==> src/rtl/cond_unit.sv <==
// ---------------------------------------------------------------------------
// cond_unit -- ARM-style condition evaluation with Thumb IT-block tracking.
//
// Holds the ALU flags register, evaluates the condition of each presented
// instruction against the flags as they were before the current edge, and
// registers the execute/squash decision one cycle later. While an IT block
// is active the instruction's own condition is ignored and the per-slot
// condition derived from the IT firstcond/mask is used instead.
//
// Ports:
//   clk           clock, all state updates on the rising edge
//   rst_n         synchronous active-low reset (highest priority)
//   alu_flags     [0:3] = [Z, C, N, V] from the ALU
//   flags_we      load alu_flags into flags_q at this edge
//   instr_valid   an instruction is presented this cycle
//   instr_cond    4-bit condition code of the presented instruction
//   it_start      presented instruction is an IT instruction
//   it_firstcond  IT base condition
//   it_mask       IT mask (lowest set bit gives block length)
//   flush         pipeline flush: abandons IT block, kills the decision
//   flags_q       [0:3] = [Z, C, N, V] current flags register
//   exec_valid    a registered decision is present
//   exec_ok       1 = execute, 0 = squash (meaningful when exec_valid=1)
//   in_it         IT block active (FSM state IT_ACTIVE)
//   it_left       remaining IT slots, 0..4
//   it_err        one-cycle pulse when an IT arrives inside an IT block
//
// Handshake: there is no back-pressure. An instruction is accepted on every
// edge where instr_valid=1 and flush=0; its decision appears on exec_ok with
// exec_valid=1 during the following cycle. exec_valid=0 otherwise.
// ---------------------------------------------------------------------------
module cond_unit (
  input  logic       clk,
  input  logic       rst_n,
  input  logic [0:3] alu_flags,
  input  logic       flags_we,
  input  logic       instr_valid,
  input  logic [3:0] instr_cond,
  input  logic       it_start,
  input  logic [3:0] it_firstcond,
  input  logic [3:0] it_mask,
  input  logic       flush,
  output logic [0:3] flags_q,
  output logic       exec_valid,
  output logic       exec_ok,
  output logic       in_it,
  output logic [2:0] it_left,
  output logic       it_err
);

  typedef enum logic {
    IDLE      = 1'b0,
    IT_ACTIVE = 1'b1
  } state_t;

  state_t     state_q, state_d;
  logic [3:0] fc_q, fc_d;       // latched IT firstcond
  logic [3:1] mask_q, mask_d;   // latched IT mask; bit 0 only sets length
  logic [2:0] slot_q, slot_d;   // slot index i, 1..4
  logic [2:0] left_d;
  logic       ok_d;
  logic       err_d;
  logic       valid_d;
  logic [3:0] slot_cond;

  // Condition table evaluated on flags f = [Z, C, N, V].
  function automatic logic cond_pass(input logic [3:0] cond, input logic [0:3] f);
    logic z, c, n, v;
    z = f[0];
    c = f[1];
    n = f[2];
    v = f[3];
    case (cond)
      4'b0000: cond_pass = z;
      4'b0001: cond_pass = !z;
      4'b0010: cond_pass = c;
      4'b0011: cond_pass = !c;
      4'b0100: cond_pass = n;
      4'b0101: cond_pass = !n;
      4'b0110: cond_pass = v;
      4'b0111: cond_pass = !v;
      4'b1000: cond_pass = c & !z;
      4'b1001: cond_pass = !c | z;
      4'b1010: cond_pass = (n == v);
      4'b1011: cond_pass = (n != v);
      4'b1100: cond_pass = !z & (n == v);
      4'b1101: cond_pass = z | (n != v);
      default: cond_pass = 1'b1;
    endcase
  endfunction

  // Block length from the lowest set mask bit; mask=0000 is never used here.
  function automatic logic [2:0] it_len(input logic [3:0] m);
    if (m[0])      it_len = 3'd4;
    else if (m[1]) it_len = 3'd3;
    else if (m[2]) it_len = 3'd2;
    else           it_len = 3'd1;
  endfunction

  // Slot condition {firstcond[3:1], b_i}.
  always_comb begin
    slot_cond = {fc_q[3:1], fc_q[0]};
    case (slot_q)
      3'd1:    slot_cond[0] = fc_q[0];
      3'd2:    slot_cond[0] = mask_q[3];
      3'd3:    slot_cond[0] = mask_q[2];
      default: slot_cond[0] = mask_q[1];
    endcase
  end

  // State register and registered outputs.
  always_ff @(posedge clk) begin
    if (!rst_n) begin
      state_q    <= IDLE;
      fc_q       <= 4'd0;
      mask_q     <= 3'd0;
      slot_q     <= 3'd0;
      it_left    <= 3'd0;
      flags_q    <= 4'd0;
      exec_valid <= 1'b0;
      exec_ok    <= 1'b0;
      it_err     <= 1'b0;
    end else begin
      state_q    <= state_d;
      fc_q       <= fc_d;
      mask_q     <= mask_d;
      slot_q     <= slot_d;
      it_left    <= left_d;
      exec_valid <= valid_d;
      exec_ok    <= ok_d;
      it_err     <= err_d;
      if (flags_we) flags_q <= alu_flags;
    end
  end

  // Next-state and decision logic. Decisions read flags_q, i.e. the
  // pre-edge flags, so a same-cycle flags_we never affects them.
  always_comb begin
    state_d = state_q;
    fc_d    = fc_q;
    mask_d  = mask_q;
    slot_d  = slot_q;
    left_d  = it_left;
    ok_d    = 1'b0;
    err_d   = 1'b0;
    valid_d = instr_valid & !flush;
    if (flush) begin
      state_d = IDLE;
      left_d  = 3'd0;
    end else if (instr_valid) begin
      case (state_q)
        IDLE: begin
          if (it_start && (it_mask != 4'b0000)) begin
            ok_d    = 1'b1;
            fc_d    = it_firstcond;
            mask_d  = it_mask[3:1];
            slot_d  = 3'd1;
            left_d  = it_len(it_mask);
            state_d = IT_ACTIVE;
          end else begin
            ok_d = cond_pass(instr_cond, flags_q);
          end
        end
        default: begin
          // A nested IT is flagged but otherwise consumes a slot like any
          // other instruction; the running block is not reloaded.
          err_d  = it_start;
          ok_d   = cond_pass(slot_cond, flags_q);
          slot_d = slot_q + 3'd1;
          left_d = it_left - 3'd1;
          if (it_left == 3'd1) state_d = IDLE;
        end
      endcase
    end
  end

  // FSM output.
  always_comb begin
    in_it = (state_q == IT_ACTIVE);
  end

endmodule

==> config.mk <==
export PLATFORM = sky130hd
export DESIGN_NAME = cond_unit
export DESIGN_NICKNAME = d
export VERILOG_FILES = /design/src/rtl/cond_unit.sv
export SDC_FILE = /design/constraint.sdc
export NUM_CORES = 1
export LEC_CHECK = 0
export ABC_AREA = 0
export CORE_MARGIN = 2
export CORE_UTILIZATION = 43
export DETAILED_ROUTE_END_ITERATION = 6
export HOLD_SLACK_MARGIN = 0.06
export MAX_ROUTING_LAYER = met4
export PLACE_DENSITY = 0.73
export SKIP_CTS_REPAIR_TIMING = 1
export SLEW_MARGIN = 20
export SYNTH_ARGS = -nofsm -noshare
export SYNTH_HDL_FRONTEND = slang
export SYNTH_SLANG_ARGS = --single-unit
==> constraint.sdc <==
create_clock -name clk -period 2.1 [get_ports clk]
set_clock_uncertainty 0.2 [all_clocks]
set_input_delay 0.63 -clock clk [delete_from_list [all_inputs] [get_ports clk]]
set_output_delay 0.63 -clock clk [all_outputs]
set_load 0.005 [all_outputs]
==> results.json <==
{
  "max_cap_violations": 0,
  "dr.pass1.iters": 4,
  "min_path_type": "reg -> reg",
  "drive_above_1_share_pct": 23.6,
  "fillers": 220,
  "cts_tree": "built",
  "grt_max_degree": 15,
  "peakVddDrop_v": 0.000443,
  "slowest_stage": "a222oi_1",
  "period_minus_slack_ps": 2330,
  "critical_path.max_stage_delay_ps": 380,
  "grt_pass1_wl_um": 4790,
  "setup_violations": 1,
  "die_width_um": 58.4,
  "nets": 220,
  "synth_cell_types": 41,
  "crit_chain": "ha_2, ha_2, a222oi_1, mux2i_2, buf_4, xnor2_1, o211ai_1, o211ai_1, and3b_1",
  "multi_input_area_um2": 817,
  "finalHoldViolCount": 0,
  "synth-edff-count": 0,
  "met3_length_um": 84,
  "timing.critical_path.buf_inv": 1,
  "cp_max_fo": 4,
  "post_drt_wl_per_cell_um": 13.3,
  "mappedNetlistNets": 167,
  "finalWorstSetupSlack_ps": -229,
  "tightest_slew_ps": 348,
  "leakagePower_nw": 0.831,
  "drtIter0Drc": 25,
  "synth_ff_type": "dfxtp_1",
  "pin_count": 33,
  "diodes": 0,
  "ys_warn_count": 0,
  "initial_core_util_pct": 45.8,
  "routed.top_layer": "met4",
  "core_um2": 2780,
  "synth_area_um2": 1270,
  "cts_sinks": 21,
  "max_freq_mhz": 429,
  "p_per_area_nw_per_um2": 467,
  "path_class": "reg -> reg",
  "die_y_um": 58.4,
  "fin_crit_sh_pct": 111,
  "met2_length_um": 1470,
  "ys_ff_latch": 21,
  "critPathTopFamily": "compound AO/OA/AOI/OAI gates",
  "cp-start-kind": "flip-flop",
  "grt_antenna_before_repair": 0,
  "critPathRequiredTime_ps": 2130,
  "yosysSeqAreaShare_pct": 33.0,
  "vias_per_cell": 5.40,
  "wl_met1_um": 1330,
  "syn_avg_cell_area_um2": 9.16,
  "syn_to_final_growth_pct": 45.7,
  "die_area_um2": 3410,
  "critPathArrivalTime_ps": 2360,
  "vias": 1198,
  "slew_headroom_pct": 76.8,
  "rows": 19,
  "synthArstFlopShare_pct": 0,
  "holdWs_ps": 306,
  "cts_root_buffer": "clkbuf_4",
  "ant_nets": 0,
  "utilization_pct": 66.7,
  "end_kind": "flip-flop",
  "maxSlewViolCount": 0,
  "clkSlewWorstSetupHoldPaths_ps": 120,
  "ctsHtreeMaxLevel": 1,
  "rsz0062_at_grt": "yes",
  "clock_latency_ps": 330,
  "grt_util_all_layers_pct": 18.4,
  "wl_um": 2960,
  "status": "finished, violations left",
  "first_global_vias": 1100,
  "cts_buffers": 3,
  "numPortBuffers": 32,
  "post-dp-hpwl_um": 2300,
  "grt-ovfl-total": 0,
  "synthCells": 139,
  "violations": "negative setup slack",
  "clockBufferDepth": 2,
  "register_area_um2": 429,
  "gp_congestion": 0.849,
  "drc_errors": 0
}
-- worst reg2reg max path, cell delays in order (launching register included) --
cell	delay [ps]
dfxtp_2	350
ha_2	170
ha_2	160
a222oi_1	380
mux2i_2	180
buf_4	170
xnor2_1	110
o211ai_1	180
o211ai_1	130
and3b_1	190
-- cell usage after synthesis, drive strengths merged, types with 4 or more instances --
library cell,count,area share [%]
dfxtp,21,33
nor2b,16,7.9
mux2i,13,11
inv,10,2.9
a21oi,8,3.4
nor2,7,2.1
ha,6,5.9
o21ai,6,2.7
a211oi,5,2.9
clkbuf,4,1.2
nand2,4,1.2
nor3,4,1.6
-- state kept, by name, indices dropped and copies added (netlist names), 3 cells and up --
signal	count
slot_q	3
it_left	3
mask_q	3
flags_q	4
fc_q	4
-- area by class of cell --
type,count,share of cell area [%]
inverter,10,2.02
timing repair buffer,54,27.3
sequential,21,23.1
clock buffer,4,1.42
tap,31,2.09
multi-input combinational,102,44.0
-- routing by layer --
layer,up-vias,track usage (%)
met5,-,-
met4,0,7.31
met3,9,2.20
met2,27,30.0
met1,563,23.1
li1,599,-
-- through the flow --
stage	setup WS [ps]	power, mW	TNS (ps)	instance area [um2]	cells
2_1_floorplan	-23.7	0.542	-23.7	1280	139
3_3_place_gp	-609	0.643	-4330	1750	214
3_5_place_dp	-681	0.649	-4710	1750	214
4_1_cts	-349	0.846	-752	1770	218
5_1_grt	-299	0.909	-314	1860	222
6_report	-229	0.867	-229	1860	222
-- cell usage in the layout (no fill, tap or decap), drive strengths merged, types with 3 or more instances in the layout --
| cell type | instances |
|---|---|
| dfxtp | 21 |
| mux2i | 13 |
| nor2 | 7 |
| buf | 22 |
| dlymetal6s2s | 7 |
| xnor2 | 3 |
| nor2b | 16 |
| clkdlybuf4s50 | 25 |
| ha | 6 |
| clkbuf | 4 |
| a211oi | 5 |
| a21oi | 8 |
| nor3b | 3 |
| nor3 | 4 |
| inv | 10 |
| nand2 | 4 |
| o21ai | 6 |
-- power breakdown --
group / switching [mW] / leakage (nW) / internal [mW] / total [mW]
Clock: 0.141 / 0.0150 / 0.0747 / 0.216
Combinational: 0.0932 / 0.642 / 0.131 / 0.225
Sequential: 0.0129 / 0.174 / 0.414 / 0.427
Total: 0.247 / 0.831 / 0.620 / 0.867
-- logic make-up after synthesis --
group           synth area share [%]
buf+inv                         5.60
simple gates                    20.9
mux                             11.7
flops                           33.0
xor+xnor                        2.65
compound gates                  20.2
fa+ha+maj                       5.89
-- worst paths after layout --
path	start	to	slack [ps]	depth (start not counted)
worst max-delay path	slot_q[0]	exec_ok	-230	9
worst max register to register	slot_q[0]	exec_ok	-230	9
worst min-delay path	slot_q[2]	slot_q[2]	310	2
worst min register to register	slot_q[2]	slot_q[2]	310	2
No activity file was read; power rests on OpenSTA's default activity.
